<file path="config.mk">
export PLATFORM = sky130hd
export DESIGN_NAME = shift_add_mult32
export DESIGN_NICKNAME = d
export VERILOG_FILES = /design/src/rtl/lut_mult_pkg.sv /design/src/rtl/shift_add_mult32.sv
export SDC_FILE = /design/constraint.sdc
export NUM_CORES = 1
export LEC_CHECK = 0
export CAP_MARGIN = 20
export CELL_PAD_IN_SITES_DETAIL_PLACEMENT = 1
export CELL_PAD_IN_SITES_GLOBAL_PLACEMENT = 1
export CORE_AREA = 3 3 159 161
export CTS_BUF_LIST = sky130_fd_sc_hd__clkbuf_8
export DETAILED_ROUTE_END_ITERATION = 16
export DIE_AREA = 0 0 162 164
export PLACE_DENSITY_LB_ADDON = 0.1
export SLEW_MARGIN = 40
export SYNTH_ARGS = -nofsm -noshare
export SYNTH_HDL_FRONTEND = slang
export SYNTH_SLANG_ARGS = --single-unit
</file>
<file path="constraint.sdc">
create_clock -name clk -period 4 [get_ports clk]
set_input_delay 0.6 -clock clk [delete_from_list [all_inputs] [get_ports clk]]
set_output_delay 0.6 -clock clk [all_outputs]
set_load 0.03 [all_outputs]
</file>
<file path="src/rtl/lut_mult_pkg.sv">
// Shared types and widths for the LUT multiplier checker and its golden engine.
package lut_mult_pkg;

    localparam int unsigned OP_W   = 32;
    localparam int unsigned PROD_W = 64;
    localparam int unsigned CNT_W  = 16;
    localparam int unsigned OVR_W  = 8;

    typedef enum logic [1:0] {
        IDLE    = 2'd0,
        RUN     = 2'd1,
        COMPARE = 2'd2
    } state_e;

endpackage

</file>
<file path="src/rtl/shift_add_mult32.sv">
// Sequential radix-2 shift-add multiplier: one multiplier bit per clock, LSB first.
module shift_add_mult32
    import lut_mult_pkg::*;
(
    input  logic              clk,
    input  logic              rst_n,
    input  logic              start,
    input  logic [OP_W-1:0]   a,
    input  logic [OP_W-1:0]   b,
    output logic [PROD_W-1:0] acc,
    output logic              valid,
    output logic              last
);

    localparam logic [4:0] LAST_ITER = 5'(OP_W - 1);

    logic [PROD_W-1:0] acc_q, acc_d;
    logic [PROD_W-1:0] mcand_q, mcand_d;
    logic [OP_W-1:0]   mplier_q, mplier_d;
    logic [4:0]        iter_q, iter_d;
    logic              run_q, run_d;
    logic              valid_q, valid_d;

    always_comb begin
        acc_d    = acc_q;
        mcand_d  = mcand_q;
        mplier_d = mplier_q;
        iter_d   = iter_q;
        run_d    = run_q;
        valid_d  = valid_q;
        if (start) begin
            acc_d    = '0;
            mcand_d  = {{(PROD_W-OP_W){1'b0}}, a};
            mplier_d = b;
            iter_d   = '0;
            run_d    = 1'b1;
            valid_d  = 1'b0;
        end else if (run_q) begin
            // Multiplicand is held 64 bits wide so the shifted partial sum never truncates
            if (mplier_q[0]) begin
                acc_d = acc_q + mcand_q;
            end
            mcand_d  = mcand_q << 1;
            mplier_d = mplier_q >> 1;
            iter_d   = iter_q + 5'd1;
            if (iter_q == LAST_ITER) begin
                run_d   = 1'b0;
                valid_d = 1'b1;
            end
        end
    end

    always_ff @(posedge clk or negedge rst_n) begin
        if (!rst_n) begin
            acc_q    <= '0;
            mcand_q  <= '0;
            mplier_q <= '0;
            iter_q   <= '0;
            run_q    <= 1'b0;
            valid_q  <= 1'b0;
        end else begin
            acc_q    <= acc_d;
            mcand_q  <= mcand_d;
            mplier_q <= mplier_d;
            iter_q   <= iter_d;
            run_q    <= run_d;
            valid_q  <= valid_d;
        end
    end

    assign acc   = acc_q;
    assign valid = valid_q;
    assign last  = run_q && (iter_q == LAST_ITER);

endmodule

</file>
==> out/results.ini <==
[outcome]
outcome = complete, no violations

[synthesis]
ys_ff_latch = 167
seq_area_frac_synth = 0.396
synthMuxAreaShare = 0.0910
synth_nets = 1319
syn_inst = 1186
synth_xor_area_frac = 0.0481
synth-async-reset-ratio = 1.00
synth_compound_area_frac = 0.198
yosys_most_used_dff = dfrtp_1
synth_edf_count = 0
yosys_warnings = 0
yosys.area_share.adder = 0.0789
synth-simple-area-share = 0.156
synth.avg_cell_area_um2 = 8.90
ys_types = 66
syn-cell-area_um2 = 10600
synth_top_family_by_area = compound AO/OA/AOI/OAI gates

[sta]
hold_ws_ps = 125
slew_headroom = 0.490
max_freq_ghz = 0.288
rsz0062_at_grt = false
min_period_ps = 3470
setup_violations = 0
clock_skew_ps = 21.1
hold_viol_final = 0
min_period_over_period = 0.868
worst_pin_slew_ps = 765
maxSlewViolCount = 0
fin_ws_ps = 527
tns_ps = 0

[pwr]
p_leak_nw = 6.23
ir_drop_uv = 178
p_clk_frac = 0.308
p_int_mw = 2.74
pwr-share-seq = 0.439
switchingPower_mw = 1.58
cellPowerDensity_nw_per_um2 = 344
p_sw_frac = 0.366
p_total_mw = 4.32
power_frac_comb = 0.253

[cells_and_area]
seq_area_um2 = 4180
final_common_cell = nand2_1
num_antenna_cells = 0
nets = 1412
multi_input_area_um2 = 6050
stdcell_area_um2 = 12600
nFillCells = 2833
layout_common_cells = nand2_1 (191), dfrtp_1 (166), clkdlybuf4s50_1 (130)
drive_above_1_share = 0.0495
syn_to_final_growth_pct = 19.0

[grt]
grt_pass1_wl_um = 49100
antenna_found_initial = 0
grt_overflow_total = 0
grtUsageTotal = 0.225
grt_pass1_vias = 9566
grt_max_degree = 101

[worst_setup_path]
path_delay_family = compound AO/OA/AOI/OAI gates
arrival_ps = 3850
critPathMaxStageDelay_ps = 400
path_max_fanout = 4
critPathBufInv = 1
start_kind = flop
end_kind = flop
crit_chain = ha_1, inv_1, fa_1, nor2b_1, o2111ai_1, a31oi_1, o211ai_1, a21oi_2, a31oi_1, o21ai_1, a221oi_1, xor2_1, a211oi_1
cpMostUsedCell = a31oi_1
critical_path_class = reg -> reg
crit_path_top_delay_cell = dfrtp_1
required_ps = 4380

[floorplan]
design.core.area_um2 = 24100
ios = 133
std_cell_rows = 57
dieArea_um2 = 26600
die_y_um = 164
start_util = 0.438
fp.dieW_um = 162

[run]
max-cap-violations = 0

[drt]
vias_per_cell = 5.57
ant_nets = 0
wl_per_cell_um = 18.0
drt_drc_violations_left = 0
vias = 9007
drt-total-wl_um = 29100
drtPass1Iterations = 4
drtIter0Drc = 411

[worst_hold_path]
hold_class = in -> async

[clocking]
post_cts_buffers = 0
clk_pin_slew_ps = 110
clock_path_buffers = 2
cts-resized-gates = 0
clockRootBuffer = clkbuf_8
cts.sinks = 167
h-tree-depth = 4
cts_made_buffers = 17
holdBufCountCts = 0
cts_tree = built
clk_latency_ps = 480

[placed_design]
dp_hpwl_um = 21100
post_dp_cell_area_um2 = 12100
globalplace.congestion = 0.848
io_buffers = 132
pre_cts_slack_ps = 533

## area by class of cell
type,count,area share
well taps,324,0.0323
multi-input cells,931,0.481
repair buffers,143,0.112
clock buffers,17,0.0186
flip-flops and latches,167,0.333
clock inverters,15,0.0168
inverters,19,0.00568
## state kept, by name (all words and copies together) (netlist names)
register / cells
acc: 64
mcand_q: 64
mplier_q: 32
iter_q: 5
run_q: 1
valid: 1
## cells in the mapped netlist (all sizes together) (3+ instances only)
cell	n	area [µm²]
xnor2	34	298
and2	6	37.5
mux2i	96	961
a21boi	4	30.0
and4	3	26.3
a21o	33	248
ha	65	813
nand3b	5	37.5
a211oi	9	67.6
clkbuf	51	191
nor2	80	300
dfrtp	167	4180
o31ai	6	55.1
nor4	3	25.0
nand3	12	60.1
nor2b	8	50.1
a21oi	119	599
nand2	192	721
o2111ai	3	32.5
a221oi	3	32.5
inv	19	71.3
o21ai	106	538
a31oi	11	75.1
o211ai	9	72.6
o21bai	8	60.1
buf	18	75.1
nor3b	3	22.5
or3	4	25.0
nand2b	5	31.3
and3	7	43.8
xor2	24	210
nor3	13	65.1
o21a	11	82.6
nand4	21	159
## metal layers
metal	global-route usage	part of all wire	vias up
met1	0.310	0.48	4399
met5	0	0	-
met3	0.0373	0.036	35
li1	-	-	4416
met4	0.0582	0.015	0
met2	0.373	0.47	157
## metrics by stage
stage                      util  cells
after floorplan               -   1186
after global placement    0.502   1584
after detailed placement  0.503   1584
after CTS                 0.521   1616
after global routing      0.521   1616
final                     0.521   1616
## worst reg2reg max path, stage by stage, from the launching register on
cell,delay (ps)
dfrtp_1,400
ha_1,210
inv_1,60
fa_1,380
nor2b_1,210
o2111ai_1,210
a31oi_1,320
o211ai_1,170
a21oi_2,280
a31oi_1,220
o21ai_1,370
a221oi_1,150
xor2_1,160
a211oi_1,240
## cell families after synthesis
logic type / after synthesis
simple gates: 367
mux: 96
compound gates: 344
xor+xnor: 58
flops: 167
fa+ha+maj: 66
buf+inv: 88
## power by group through the flow
stage	clock network (mW)	logic [mW]	registers, mW
final	1.33	1.09	1.90
after global routing	1.44	1.22	1.92
after CTS	1.38	1.10	1.90
after detailed placement	0	1.09	1.93
after global placement	0	1.08	1.93
after floorplan	0	0.626	2.00
## worst paths after layout
kind	cells past startpoint	slack [ps]	start	end
min in group clk	2	520	valid	valid
max in group asynchronous	2	2910	rst_n	acc[59]
min reg2reg	2	520	valid	valid
min	1	130	rst_n	mcand_q[36]
max reg2reg	13	530	acc[0]	acc[60]
max	13	530	acc[0]	acc[60]
(Power assumes the default switching activity.)
